[config.mk]
export PLATFORM = sky130hd
export DESIGN_NAME = dmem_arbiter
export DESIGN_NICKNAME = d
export VERILOG_FILES = /design/src/rtl/dmem_pkg.sv /design/src/rtl/dmem_arbiter_rr.sv /design/src/rtl/dmem_arbiter.sv
export SDC_FILE = /design/constraint.sdc
export NUM_CORES = 1
export LEC_CHECK = 0
export ABC_CLOCK_PERIOD_IN_PS = 5500
export BUFFER_PORTS_ARGS = -buffer_cell sky130_fd_sc_hd__buf_2
export CORE_AREA = 2 2 109 111
export DETAILED_ROUTE_END_ITERATION = 8
export DIE_AREA = 0 0 111 113
export PLACE_DENSITY = 0.76
export REMOVE_ABC_BUFFERS = 1
export SETUP_SLACK_MARGIN = 0.1
export SYNTH_ARGS = -nofsm -noshare
export SYNTH_HDL_FRONTEND = slang
export SYNTH_HIERARCHICAL = 1
export SYNTH_SLANG_ARGS = --single-unit
[constraint.sdc]
create_clock -name CLK -period 5.5 [get_ports CLK]
set_input_delay 1.375 -clock CLK [delete_from_list [all_inputs] [get_ports CLK]]
set_output_delay 1.375 -clock CLK [all_outputs]
set_load 0.02 [all_outputs]
[src/rtl/dmem_pkg.sv]
// Shared types and helpers for the data-RAM arbiter: FSM state, response
// owner tag and the byte-address legality check.
package dmem_pkg;

  typedef enum logic {
    ARB  = 1'b0,
    LOCK = 1'b1
  } arb_state_t;

  typedef enum logic {
    OWN_CPU = 1'b0,
    OWN_DBG = 1'b1
  } owner_t;

  localparam int unsigned BUS_ADDR_W = 32;

  // Word-aligned and inside a RAM of `depth` words (depth is a power of two).
  function automatic logic addr_ok(input logic [BUS_ADDR_W-1:0] addr,
                                   input int unsigned          depth);
    logic [BUS_ADDR_W+1:0] limit;
    limit = {depth[BUS_ADDR_W-1:0], 2'b00};
    return (addr[1:0] == 2'b00) && ({2'b00, addr} < limit);
  endfunction

endpackage

[src/rtl/dmem_arbiter_rr.sv]
// Two-way round-robin core: index 0 is the CPU, index 1 the debug port.
// The pointer favours the requester that lost the most recent grant.
module rr_arb2 #(
  parameter int CPU_FIRST = 1
) (
  input  logic       clk_i,
  input  logic       rst_i,
  input  logic [1:0] req_i,
  input  logic       update_i,
  input  logic       mask_cpu_i,
  output logic [1:0] gnt_o,
  output logic       ptr_o
);

  logic [1:0] req_s;
  logic       ptr_q;
  logic       ptr_d;

  // ptr_q = 0 favours the CPU, 1 favours DBG
  always_comb begin
    req_s = {req_i[1], req_i[0] & ~mask_cpu_i};
    gnt_o = 2'b00;
    case (req_s)
      2'b01:   gnt_o = 2'b01;
      2'b10:   gnt_o = 2'b10;
      2'b11:   gnt_o = ptr_q ? 2'b10 : 2'b01;
      default: gnt_o = 2'b00;
    endcase
  end

  always_comb begin
    ptr_d = ptr_q;
    if (update_i) begin
      ptr_d = gnt_o[0];
    end else begin
      ptr_d = ptr_q;
    end
  end

  always_ff @(posedge clk_i or posedge rst_i) begin
    if (rst_i) begin
      ptr_q <= (CPU_FIRST != 0) ? 1'b0 : 1'b1;
    end else begin
      ptr_q <= ptr_d;
    end
  end

  assign ptr_o = ptr_q;

endmodule

[src/rtl/dmem_arbiter.sv]
// Single-port data RAM arbiter between the CPU load/store port and the
// debug/loader port: round-robin with debug lock, range check, 1-cycle reads.
module dmem_arbiter
  import dmem_pkg::*;
#(
  parameter int DATA_WIDTH = 32,
  parameter int MEM_DEPTH  = 1024,
  parameter int ADDR_BITS  = $clog2(MEM_DEPTH),
  parameter int CPU_FIRST  = 1
) (
  input  logic                  CLK,
  input  logic                  RESET_N,
  input  logic                  cpu_req,
  input  logic                  cpu_we,
  input  logic [31:0]           cpu_addr,
  input  logic [DATA_WIDTH-1:0] cpu_wdata,
  output logic                  cpu_gnt,
  output logic                  cpu_rvalid,
  output logic [DATA_WIDTH-1:0] cpu_rdata,
  output logic                  cpu_err,
  input  logic                  dbg_req,
  input  logic                  dbg_we,
  input  logic [31:0]           dbg_addr,
  input  logic [DATA_WIDTH-1:0] dbg_wdata,
  output logic                  dbg_gnt,
  output logic                  dbg_rvalid,
  output logic [DATA_WIDTH-1:0] dbg_rdata,
  output logic                  dbg_err,
  input  logic                  dbg_lock,
  output logic                  mem_en,
  output logic                  mem_we,
  output logic [ADDR_BITS-1:0]  mem_addr,
  output logic [DATA_WIDTH-1:0] mem_wdata,
  input  logic [DATA_WIDTH-1:0] mem_rdata
);

  arb_state_t            state_q;
  owner_t                own_q;
  owner_t                own_d;
  logic                  rsp_v_q;
  logic                  rsp_v_d;
  logic                  rsp_err_q;
  logic                  rsp_err_d;
  logic [DATA_WIDTH-1:0] cpu_rdata_q;
  logic [DATA_WIDTH-1:0] cpu_rdata_d;
  logic [DATA_WIDTH-1:0] dbg_rdata_q;
  logic [DATA_WIDTH-1:0] dbg_rdata_d;

  logic [1:0]            req_s;
  logic [1:0]            arb_gnt_s;
  logic [1:0]            gnt_s;
  logic                  mask_cpu_s;
  logic                  upd_s;
  logic                  ptr_unused_s;
  logic                  sel_we_s;
  logic                  sel_ok_s;
  logic [31:0]           sel_addr_s;
  logic [DATA_WIDTH-1:0] sel_wdata_s;
  logic                  cpu_live_s;
  logic                  dbg_live_s;

  // In LOCK the CPU is masked only while the lock is still held; the cycle
  // the lock drops is arbitrated normally, and the pointer already favours
  // the CPU because every grant inside LOCK went to DBG.
  assign req_s      = {dbg_req, cpu_req};
  assign mask_cpu_s = (state_q == LOCK) && dbg_lock;
  assign gnt_s      = arb_gnt_s & {2{~RESET_N}};
  assign upd_s      = |gnt_s;

  rr_arb2 #(
    .CPU_FIRST (CPU_FIRST)
  ) u_rr (
    .clk_i      (CLK),
    .rst_i      (RESET_N),
    .req_i      (req_s),
    .update_i   (upd_s),
    .mask_cpu_i (mask_cpu_s),
    .gnt_o      (arb_gnt_s),
    .ptr_o      (ptr_unused_s)
  );

  assign cpu_gnt = gnt_s[0];
  assign dbg_gnt = gnt_s[1];

  // Steer the winning request onto the RAM side
  always_comb begin
    if (gnt_s[1]) begin
      sel_we_s    = dbg_we;
      sel_addr_s  = dbg_addr;
      sel_wdata_s = dbg_wdata;
    end else begin
      sel_we_s    = cpu_we;
      sel_addr_s  = cpu_addr;
      sel_wdata_s = cpu_wdata;
    end
    sel_ok_s = addr_ok(sel_addr_s, MEM_DEPTH);
  end

  always_comb begin
    mem_en    = 1'b0;
    mem_we    = 1'b0;
    mem_addr  = '0;
    mem_wdata = '0;
    if ((|gnt_s) && sel_ok_s) begin
      mem_en    = 1'b1;
      mem_we    = sel_we_s;
      mem_addr  = sel_addr_s[ADDR_BITS+1:2];
      mem_wdata = sel_wdata_s;
    end else begin
      mem_en    = 1'b0;
      mem_we    = 1'b0;
    end
  end

  // Reads and rejected accesses owe a response next cycle; legal writes do not
  always_comb begin
    own_d     = own_q;
    rsp_v_d   = 1'b0;
    rsp_err_d = 1'b0;
    if (|gnt_s) begin
      own_d     = gnt_s[1] ? OWN_DBG : OWN_CPU;
      rsp_v_d   = !sel_ok_s || !sel_we_s;
      rsp_err_d = !sel_ok_s;
    end else begin
      rsp_v_d   = 1'b0;
      rsp_err_d = 1'b0;
    end
  end

  assign cpu_live_s = rsp_v_q && !rsp_err_q && (own_q == OWN_CPU);
  assign dbg_live_s = rsp_v_q && !rsp_err_q && (own_q == OWN_DBG);

  // Read data is passed straight from the RAM in the response cycle and then
  // held; a rejected access preloads zero so its response reads as 0.
  always_comb begin
    cpu_rdata_d = cpu_rdata_q;
    dbg_rdata_d = dbg_rdata_q;
    if (gnt_s[0] && !sel_ok_s) begin
      cpu_rdata_d = '0;
    end else if (cpu_live_s) begin
      cpu_rdata_d = mem_rdata;
    end else begin
      cpu_rdata_d = cpu_rdata_q;
    end
    if (gnt_s[1] && !sel_ok_s) begin
      dbg_rdata_d = '0;
    end else if (dbg_live_s) begin
      dbg_rdata_d = mem_rdata;
    end else begin
      dbg_rdata_d = dbg_rdata_q;
    end
  end

  always_ff @(posedge CLK or posedge RESET_N) begin
    if (RESET_N) begin
      state_q <= ARB;
    end else begin
      case (state_q)
        ARB: begin
          if (gnt_s[1] && dbg_lock) begin
            state_q <= LOCK;
          end else begin
            state_q <= ARB;
          end
        end
        LOCK: begin
          if (!dbg_lock) begin
            state_q <= ARB;
          end else begin
            state_q <= LOCK;
          end
        end
        default: state_q <= ARB;
      endcase
    end
  end

  always_ff @(posedge CLK or posedge RESET_N) begin
    if (RESET_N) begin
      own_q       <= OWN_CPU;
      rsp_v_q     <= 1'b0;
      rsp_err_q   <= 1'b0;
      cpu_rdata_q <= '0;
      dbg_rdata_q <= '0;
    end else begin
      own_q       <= own_d;
      rsp_v_q     <= rsp_v_d;
      rsp_err_q   <= rsp_err_d;
      cpu_rdata_q <= cpu_rdata_d;
      dbg_rdata_q <= dbg_rdata_d;
    end
  end

  assign cpu_rvalid = rsp_v_q && (own_q == OWN_CPU);
  assign cpu_err    = rsp_v_q && rsp_err_q && (own_q == OWN_CPU);
  assign cpu_rdata  = cpu_live_s ? mem_rdata : cpu_rdata_q;
  assign dbg_rvalid = rsp_v_q && (own_q == OWN_DBG);
  assign dbg_err    = rsp_v_q && rsp_err_q && (own_q == OWN_DBG);
  assign dbg_rdata  = dbg_live_s ? mem_rdata : dbg_rdata_q;

endmodule

# After elaboration in Yosys (flattened, before gate mapping)
# Cells that the tools add are included.
[classes] n_mux=19 shifts=0 n_reduce_logical=20 order_cmp=1 addsub=0 n_bitwise=6 div=0 multipliers=0 n_eq_ne=3
[op_table] op="32-bit two-way mux" count=7
[op_table] op="32-bit by 13-bit less-than comparator with 1-bit output (second input constant)" count=1
[op_table] op="1-bit logical AND" count=14
[op_table] op="10-bit two-way mux" count=1
[op_table] op="1-bit two-way mux" count=8
[op_table] op="2-bit case mux with 3 select lines" count=1
[op_table] op="2-bit == test (second input constant)" count=2
[op_table] op="1-bit NOT" count=4
[op_table] op="1-bit logical NOT" count=3
[op_table] op="2-bit AND" count=1
[op_table] op="2-bit by 1-bit == test with 1-bit output (second input constant)" count=1
[op_table] op="2-bit logical NOT" count=1
[op_table] op="2-bit two-way mux" count=1
[op_table] op="1-bit case mux with 2 select lines" count=1
[op_table] op="2-bit OR reduction" count=1
[op_table] op="1-bit AND" count=1
[op_table] op="1-bit logical OR" count=1
[word_totals] elab_cells=56 memories=0 mem_bits_rw=0 reg_bits=69 latchBits=0 input_bits=167 out_inout_bits=114 romBits=0

# Longest topological paths before layout
# Gate-level depths: netlist of the first run.
[logic_depth] ltp_word=12 mapped_depth=10

# Hierarchy
# The synthesis of the first run kept the hierarchy.
[by_module_without_submodules] mod="dmem_arbiter" instances=1 cells_per_inst=396 seq_area_each_um2=1701.6 area_each_um2=3744.8
[by_module_without_submodules] mod="rr_arb2" instances=1 cells_per_inst=9 seq_area_each_um2=25.0 area_each_um2=71.3

# Worst setup path before layout of the first run
# No wires, ideal clock.
[synth_timing] kind="input -> output" start="in RESET_N" end="out mem_addr[1]" t_arrival_ps=4003 path_stages=6 t_required_ps=4125 path_slack_ps=122 path_cell_list="inv_1 -> nand2_1 -> nand2_1 -> nand3_2 -> buf_2 -> a21oi_1"
[synth_via] elab_cells_between_ends=9 cone_classes="order compare (1); mux (2); bitwise (2); reduce/logical (4)"
[synth_lines] item="start, declared" line="dmem_arbiter.sv:12" source="input logic RESET_N,"
[synth_lines] item="1-bit NOT" line="dmem_arbiter.sv:67" source="assign gnt_s = arb_gnt_s & {2{~RESET_N}};"
[synth_lines] item="2-bit AND" line="dmem_arbiter.sv:67"
[synth_lines] item="2-bit OR reduction"
[synth_lines] item="named net upd_s" line="dmem_arbiter.sv:53" source="logic upd_s;"
[synth_lines] item="1-bit logical AND" line="dmem_arbiter.sv:104" source="if ((|gnt_s) && sel_ok_s) begin"
[synth_lines] item="10-bit two-way mux" line="dmem_arbiter.sv:104"
[synth_lines] item="end, declared" line="dmem_arbiter.sv:32" source="output logic [ADDR_BITS-1:0] mem_addr,"
# The timed path passes the listed nets, and every way through them passes these cells.

# Worst setup path in the final report of the first run
[layout_timing] start="in dbg_lock" end="out mem_addr[8]"
[layout_via] elab_chain_cells=11 elab_cells_between_ends=15 cone_classes="order compare (1); eq/ne (3); mux (3); bitwise (3); reduce/logical (5)"
[layout_rtl] item="start, declared" line="dmem_arbiter.sv:29" source="input logic dbg_lock,"
[layout_rtl] item="1-bit logical AND (*)" line="dmem_arbiter.sv:66" source="assign mask_cpu_s = (state_q == LOCK) && dbg_lock;"
[layout_rtl] item="named net mask_cpu_s" line="dmem_arbiter.sv:52" source="logic mask_cpu_s;"
[layout_rtl] item="1-bit NOT (*)" line="dmem_arbiter_rr.sv:21" source="req_s = {req_i[1], req_i[0] & ~mask_cpu_i};"
[layout_rtl] item="1-bit AND (*)" line="dmem_arbiter_rr.sv:21"
[layout_rtl] item="2-bit == test or 2-bit by 1-bit == test with 1-bit output (tied branches)" line="dmem_arbiter_rr.sv:23" source="case (req_s)"
[layout_rtl] item="2-bit case mux with 3 select lines (*)" line="dmem_arbiter_rr.sv:23"
[layout_rtl] item="named net arb_gnt_s[1]" line="dmem_arbiter.sv:50" source="logic [1:0] arb_gnt_s;"
[layout_rtl] item="2-bit AND (*)" line="dmem_arbiter.sv:67"
[layout_rtl] item="32-bit two-way mux" line="dmem_arbiter.sv:87" source="if (gnt_s[1]) begin"
[layout_rtl] item="32-bit by 13-bit less-than comparator with 1-bit output or 2-bit logical NOT (tied branches)" line="dmem_pkg.sv:22" source="return (addr[1:0] == 2'b00) && ({2'b00, addr} < limit);"
[layout_rtl] item="1-bit logical AND" line="dmem_pkg.sv:22"
[layout_rtl] item="1-bit logical AND" line="dmem_arbiter.sv:104"
[layout_rtl] item="10-bit two-way mux (*)" line="dmem_arbiter.sv:104"
# Mark *: on every way through the listed nets, which the timed path passes. The rest lies on a longest branch.

==> flow_summary.ini, run 1 <==
[run_status]
status = completed

[worst_hold_path]
whs_endpoint = state_q$_DFF_PP0_
hp-start = state_q$_DFF_PP0_
hold_path_depth = 1
holdCritPathClass = flop to flop

[layout]
n_fill_cell = 1120
multi_input_area_mm2 = 0.00196
layoutNonFillerInstCount = 823
area_growth_pct = 47.7
regArea_mm2 = 0.00173
final_nets = 842
final_cell_mix = buf_2, nand2_1, dfrtp_1
final_common_cell = buf_2
num_antenna_cells = 0
drive_gt1_share_pct = 53.8

[synthesis]
yosysTopAreaCellShare_pct = 45.2
yosysWarningCount = 6
synth_area_mm2 = 0.00382
seq_area_frac_synth_pct = 45.2
synth_cell_types = 24
syn-instance-count = 405
netlist_top_cells_area = dfrtp_1, mux2_2, nor2b_1
synth.avg_cell_area_um2 = 9.42
yosys.area.top_type = dfrtp_1
synth_seq_cells = 69

[floorplanning]
core-area_mm2 = 0.0113
die-height_um = 113
row_count = 39
start_util_pct = 33.9
die_area_mm2 = 0.0125
die_x_um = 111
ios = 281

[placement]
dp.cells = 807
portBuffers = 280
place_hpwl_um = 10900
place_ws_ns = 0.484
place.gp.congestion = 0.859

[setup_path]
reg2reg_depth = 9
regToRegSetupSlack_ns = 2.98
r2r-end = dbg_rdata_q[8]$_DFF_PP0_
arrival_ns = 3.63
critPathKind = primary input to primary output
critical_path.endpoint_type = primary output
crit_fanout = 41
critPathLaunchType = primary input
crit_required_ns = 4.12
timing.rr.start = state_q$_DFF_PP0_

[job]
drv_cap = 0

[sta]
grt_setup_unrepaired = false
skew_ns = 0.00288
period_minus_slack_ns = 5.01
finalSetupViolCount = 0
fin_crit_sh_pct = 91.1
finalHoldViolations = 0
slew-limit-headroom_pct = 32.0
max_slew.worst_pin.slew_ns = 1.02
timing.fmax_mhz = 200
finalMaxSlewViolations = 0
worst_slack_ns = 0.492
timing.hold.ws_ns = 0.486

[drt]
drtIter0Drc = 225
final_antenna_net_count = 0
wire_per_inst_um = 17.0
vias = 3944
drc = 0
via_per_inst = 4.79
dr.pass1.iters = 4
wirelength_um = 14000

[pwr]
peakVddDrop_uv = 247
p_per_area_mw_per_mm2 = 345
leakagePower_nw = 3.22

[global_routing]
track_usage_pct = 21.9
overflow = 0
grt_max_degree = 69
grt_pass1_wl_um = 21300
grt_pass1_vias = 4062
antenna_found_initial = 0

[clock_tree]
clk_pin_slew_worst_paths_ns = 0.05
cts_tree = done
clock_sinks = 69
cts-root-buf = clkbuf_16
cts_max_level = 3
post_cts_buffers = 0
insertion_delay_ns = 0.33
cts-resized-gates = 0
cts_buffer_depth = 2
cts_buffers = 9
hold_buffers = 0
cells in the mapped netlist, drive strengths merged:
cell type and n:
a31oi 1, and3 1, nand3 6, clkbuf 8, dfrtp 69, inv 6
nand2b 3, mux2 64, a21oi 44, nor4 10, and2 4, buf 20
a21boi 2, mux2i 1, nand2 93, a41o 1, o21a 3, nor2b 65
o22ai 1, nor2 3
area by class of cell:
class / instances / area share, %
Multi-Input combinational cell: 302 / 34.8
Clock inverter: 6 / 1.13
Tap cell: 143 / 3.17
Sequential cell: 69 / 30.6
Clock buffer: 10 / 4.06
Timing Repair Buffer: 287 / 25.8
Inverter: 6 / 0.399
cells by family (layout without fill, tap and decap cells):
family | after synthesis | count (layout) | share of synthesized area, %
simple gates | 185 | 185 | 24.0
buf+inv | 34 | 309 | 4.13
compound gates | 52 | 52 | 7.51
flops | 69 | 69 | 45.2
mux | 65 | 65 | 19.1
flip-flops by register name (all words and copies together) (netlist names):
name         flops
rsp_v_q          1
u_rr/ptr_o       1
dbg_rdata_q     32
own_q            1
state_q          1
rsp_err_q        1
cpu_rdata_q     32
critical path, stage by stage:
cell and delay, ns:
buf_2 0.08, and2_1 0.13, nand2b_1 0.12, o21a_1 0.12
nand2b_2 0.15, inv_1 0.13, buf_4 0.27, nand3_1 0.10
nand2_1 0.17, nand3_2 0.13, buf_4 0.30, a21oi_1 0.30
buf_2 0.23
how the worst max path moves through the flow:
stage,to,start,slack (ns)
2_1_floorplan,mem_addr[0],dbg_lock,-0.74
3_3_place_gp,mem_addr[8],dbg_lock,0.54
3_5_place_dp,mem_addr[8],dbg_lock,0.48
4_1_cts,mem_addr[8],dbg_lock,0.48
5_1_grt,mem_addr[8],dbg_lock,0.29
6_report,mem_addr[8],dbg_lock,0.49
stage by stage:
stage	TNS, ns	total power, mW	area [um^2]	util, %
final	0	1.95	5640	50.0
after floorplan	-32.23	1.13	3680	-
after global placement	0	1.38	5350	47.4
after global routing	0	2.06	5640	50.0
after detailed placement	0	1.40	5350	47.4
after CTS	0	1.97	5640	50.0
power breakdown:
group          leakage [nW]  internal (mW)  switching, mW
Clock                 0.138          0.350          0.211
Combinational          2.17          0.314          0.418
Sequential            0.911          0.623         0.0298
layer usage:
metal / wire length, um / up-vias / track usage [%]
met1: 5440 / 1861 / 24.7
met4: 404 / 0 / 8.42
met5: 0 / - / 0
li1: - / 1880 / -
met3: 810 / 28 / 4.71
met2: 7320 / 175 / 40.6
Power figures use the tool's default switching activity.
==> run 2: changes to the inputs <==
--- a/config.mk
+++ b/config.mk
@@ -7,10 +7,12 @@
 export LEC_CHECK = 0
 export ABC_CLOCK_PERIOD_IN_PS = 5500
 export BUFFER_PORTS_ARGS = -buffer_cell sky130_fd_sc_hd__buf_2
-export CORE_AREA = 2 2 109 111
+export CELL_PAD_IN_SITES_DETAIL_PLACEMENT = 0
+export CELL_PAD_IN_SITES_GLOBAL_PLACEMENT = 1
+export CORE_MARGIN = 1.5
+export CORE_UTILIZATION = 28
 export DETAILED_ROUTE_END_ITERATION = 8
-export DIE_AREA = 0 0 111 113
-export PLACE_DENSITY = 0.76
+export PLACE_DENSITY = 0.88
 export REMOVE_ABC_BUFFERS = 1
 export SETUP_SLACK_MARGIN = 0.1
 export SYNTH_ARGS = -nofsm -noshare
==> run 2 against run 1 <==
Utilization fell by 7.3 points. Largest power group unchanged. Register-to-register slack improved by 0.28 ns. Sequential cell count did not move. Sequential share of layout area fell by 0.25 points. Non-clock buffer count rose by 3. Highest routed layer unchanged. Final area rose by 0.82%. Sequential power barely moved. Cell count rose by 4.3%. Wire length fell by 0.36%. Global-route usage fell by 2.9 points. Maximum frequency rose by 1.8%. Critical path type unchanged. Worst setup slack improved by 0.088 ns.
==> flow_summary.ini, run 2 (synthesized netlist as in run 1, its figures left out) <==
[run_status]
status = completed

[setup_path]
cpMaxStageDelayCell = a21oi_1
critPathLaunchType = primary input
path_cells = buf_2, and2_1, nand2b_1, o21a_1, nand2b_2, buf_4, nand3_1, nand2_1, nand3_2, buf_4, a21oi_1, buf_2
critical_path.endpoint_type = primary output
cpPeakStageDelay_ns = 0.35
regToRegSetupSlack_ns = 3.26
critPathKind = primary input to primary output
path_delay_family = buffers and inverters
arrival_ns = 3.54
crit_required_ns = 4.12
path_buf_inv = 4
crit_fanout = 44

[floorplanning]
start_util_pct = 28.7
ios = 281
die_area_mm2 = 0.0143
die-height_um = 120
row_count = 42
die_x_um = 120
core-area_mm2 = 0.0133

[layout]
final_cell_mix = buf_2, nand2_1, dfrtp_1
area_growth_pct = 49.0
drive_gt1_share_pct = 53.7
multi_input_area_mm2 = 0.00195
final_common_cell = buf_2
stdcell_area_mm2 = 0.00568
top_regs = cpu_rdata_q x32, dbg_rdata_q x32
n_fill_cell = 1395
regArea_mm2 = 0.00173
post-route-util_pct = 42.8
layoutNonFillerInstCount = 858
final_nets = 845

[drt]
wire_per_inst_um = 16.2
drc = 0
vias = 3860
final_antenna_net_count = 0
via_per_inst = 4.50
wirelength_um = 13900
dr.pass1.iters = 4
drtIter0Drc = 157

[clock_tree]
cts-resized-gates = 0
hold_buffers = 0
clock_sinks = 69
cts_buffers = 9
cts_tree = done
clk_pin_slew_worst_paths_ns = 0.05
cts_buffer_depth = 2
cts-root-buf = clkbuf_16
post_cts_buffers = 0
insertion_delay_ns = 0.32
cts_max_level = 3

[sta]
finalSetupViolCount = 0
timing.fmax_mhz = 203
finalHoldViolations = 0
fin_crit_sh_pct = 89.4
finalMaxSlewViolations = 0
grt_setup_unrepaired = false
period_minus_slack_ns = 4.92
worst_slack_ns = 0.580
fin_setup_tns_ns = 0
skew_ns = 0.00990
max_slew.worst_pin.slew_ns = 1.01
slew-limit-headroom_pct = 32.7

[placement]
place_ws_ns = 0.545
portBuffers = 280
placed_area_mm2 = 0.00540
dp.cells = 843
place.gp.congestion = 0.826
place_hpwl_um = 10900

[global_routing]
overflow = 0
track_usage_pct = 19.1
grt_pass1_wl_um = 20900
grt_max_degree = 69
antenna_found_initial = 1
grt_pass1_vias = 3873

[worst_hold_path]
holdCritPathClass = flop to flop

[pwr]
peakVddDrop_uv = 199
p_per_area_mw_per_mm2 = 340
leakagePower_nw = 3.23

[job]
drv_cap = 0
==> run 2: final timing paths <==
check,from,depth (start not counted),to
max,dbg_lock,12,mem_wdata[10]
min,state_q$_DFF_PP0_,1,state_q$_DFF_PP0_
max reg2reg,state_q$_DFF_PP0_,11,cpu_rdata_q[9]$_DFF_PP0_
min reg2reg,state_q$_DFF_PP0_,1,state_q$_DFF_PP0_
max in group asynchronous,RESET_N,3,cpu_rdata_q[21]$_DFF_PP0_
min in group asynchronous,RESET_N,2,u_rr/ptr_o$_DFFE_PP0P_
==> run 2: metal layers <==
metal  track usage [%]  up-vias  part of all wire, %
li1                  -     1891                    -
met1              22.0     1804                   40
met2              34.2      148                   52
met3              4.33       17                  5.8
met4              7.29        0                  2.5
met5                 0        -                    0
==> run 2: through the flow <==
step	hold slack, ns	total power, mW
floorplan	0.457	1.13
global placement	0.496	1.39
detailed placement	0.491	1.40
CTS	0.511	1.96
global route	0.539	2.04
finish	0.512	1.93
==> run 2: power breakdown <==
part | total [mW] | internal [mW] | switching, mW
Clock | 0.548 | 0.357 | 0.190
Sequential | 0.654 | 0.624 | 0.0308
Combinational | 0.732 | 0.315 | 0.417
Total | 1.93 | 1.30 | 0.638
==> run 2: cell type report <==
type                            count  share of cell area (%)
Inverter                            6                   0.396
Antenna cell                        1                  0.0440
Tap cell                          176                    3.87
Sequential cell                    69                    30.4
Multi-Input combinational cell    302                    34.4
Timing Repair Buffer              290                    26.0
Clock buffer                       12                    4.34
Clock inverter                      2                   0.616
==> run 3: changes to the inputs <==
--- a/config.mk
+++ b/config.mk
@@ -5,7 +5,7 @@
 export SDC_FILE = /design/constraint.sdc
 export NUM_CORES = 1
 export LEC_CHECK = 0
-export ABC_CLOCK_PERIOD_IN_PS = 5500
+export ABC_CLOCK_PERIOD_IN_PS = 4900
 export BUFFER_PORTS_ARGS = -buffer_cell sky130_fd_sc_hd__buf_2
 export CELL_PAD_IN_SITES_DETAIL_PLACEMENT = 0
 export CELL_PAD_IN_SITES_GLOBAL_PLACEMENT = 1
==> constraint.sdc (replaced) <==
create_clock -name CLK -period 4.9 [get_ports CLK]
set_input_delay 1.225 -clock CLK [delete_from_list [all_inputs] [get_ports CLK]]
set_output_delay 1.225 -clock CLK [all_outputs]
set_load 0.02 [all_outputs]
==> run 3 against run 2 <==
Critical path depth did not move. Die area did not move. Power increased by 18%. Critical endpoint unchanged.
==> flow_summary.ini, run 3 (synthesized netlist as in run 1, its figures left out) <==
[run_status]
status = completed

[clock_tree]
cts_buffer_depth = 2
cts_max_level = 3
cts_buffers = 9
hold_buffers = 0
clk_pin_slew_worst_paths_ns = 0.06
cts_tree = done
insertion_delay_ns = 0.33
cts-root-buf = clkbuf_16
clock_sinks = 69

[job]
drv_cap = 0

[global_routing]
antenna_found_initial = 1
overflow = 0
track_usage_pct = 19.3
grt_pass1_wl_um = 21200
grt_pass1_vias = 3989
grt_max_degree = 69

[floorplanning]
core-area_mm2 = 0.0133
start_util_pct = 28.7
ios = 281
die_area_mm2 = 0.0143
die-height_um = 120
die_x_um = 120
row_count = 42

[layout]
stdcell_area_mm2 = 0.00575
final_cell_mix = buf_2, nand2_1, dfrtp_1
final_nets = 845
n_fill_cell = 1374
top_regs = cpu_rdata_q x32, dbg_rdata_q x32
area_growth_pct = 50.6
drive_gt1_share_pct = 54.2
final_common_cell = buf_2

[sta]
skew_ns = 0.00651
max_slew.worst_pin.slew_ns = 1.02
grt_setup_unrepaired = false
slew-limit-headroom_pct = 31.6
finalHoldViolations = 0
finalSetupViolCount = 0
timing.fmax_mhz = 219
fin_crit_sh_pct = 93.4
finalMaxSlewViolations = 0
period_minus_slack_ns = 4.58
fin_setup_tns_ns = 0

[pwr]
p_per_area_mw_per_mm2 = 398
peakVddDrop_uv = 146
leakagePower_nw = 3.25
p_total_mw = 2.29

[drt]
drc = 0
drtIter0Drc = 191
wire_per_inst_um = 16.4
final_antenna_net_count = 0
vias = 3874
wirelength_um = 14100
dr.pass1.iters = 4
via_per_inst = 4.50

[setup_path]
critPathLaunchType = primary input
critical_path.endpoint_type = primary output
crit_required_ns = 3.67
crit_fanout = 25
arrival_ns = 3.35
critPathKind = primary input to primary output

[placement]
portBuffers = 280
place.gp.congestion = 0.814
place_hpwl_um = 11100
placed_area_mm2 = 0.00540

[worst_hold_path]
holdCritPathClass = flop to flop
## run 3: cell count changes in the layout (fill, tap and decap cells not counted)
cell	delta
inv_1	-1
clkbuf_8	-1
clkinv_4	+1
clkinvlp_4	+2
bufinv_16	+2
clkbuf_1	-1
## run 3: path summary, 6_finish.rpt
path                                    from                   endpoint  slack (ns)  cells past startpoint
max                                 dbg_lock              mem_wdata[10]        0.32                     12
min in group asynchronous            RESET_N     u_rr/ptr_o$_DFFE_PP0P_        0.75                      2
min                        state_q$_DFF_PP0_          state_q$_DFF_PP0_        0.51                      1
max in group asynchronous            RESET_N  cpu_rdata_q[21]$_DFF_PP0_        3.14                      3
max reg2reg                state_q$_DFF_PP0_   dbg_rdata_q[8]$_DFF_PP0_        2.58                     10
min reg2reg                state_q$_DFF_PP0_          state_q$_DFF_PP0_        0.51                      1
## run 3: timing repair
action,4_1_cts,5_1_grt
buffers inserted,0,0
setup endpoints to repair,0,8
resized for setup,0,1
## run 3: worst max-delay path: stages
cell,delay [ns]
buf_2,0.10
and2_1,0.12
nand2b_1,0.12
o21a_1,0.13
nand2b_2,0.13
clkinvlp_4,0.20
nand3_1,0.11
o22ai_2,0.32
nand3_2,0.16
buf_4,0.25
a21oi_1,0.26
buf_2,0.22
## run 3: stage by stage
step	std cells	worst slack, ns	hold WS [ns]	utilization (%)
global route	860	0.158	0.554	43.2
detailed placement	843	0.243	0.491	40.6
CTS	859	0.232	0.513	43.2
finish	860	0.324	0.509	43.2
floorplan	377	-1.04	0.457	-
global placement	843	0.362	0.468	40.6
## run 3: power breakdown
part / internal (mW) / switching, mW
registers: 0.699 / 0.0336
clock network: 0.497 / 0.237
logic: 0.353 / 0.468
total: 1.55 / 0.739
## run 3: per-layer routing
metal / global-route usage [%] / up-vias / routed length [um]
met5: 0 / - / 0
met4: 7.22 / 0 / 339
met2: 35.2 / 160 / 7270
met1: 21.9 / 1803 / 5560
li1: - / 1893 / -
met3: 4.56 / 18 / 935
## run 3: cell type report
class                   count  area, um^2  area share, %
multi-input cells         302        1950           34.0
flip-flops and latches     69        1730           30.0
repair buffers            290        1480           25.7
clock buffers              10         229           3.98
well taps                 176         220           3.83
clock inverters             6         111           1.94
inverters                   6        26.3          0.457
diodes                      1        2.50         0.0435
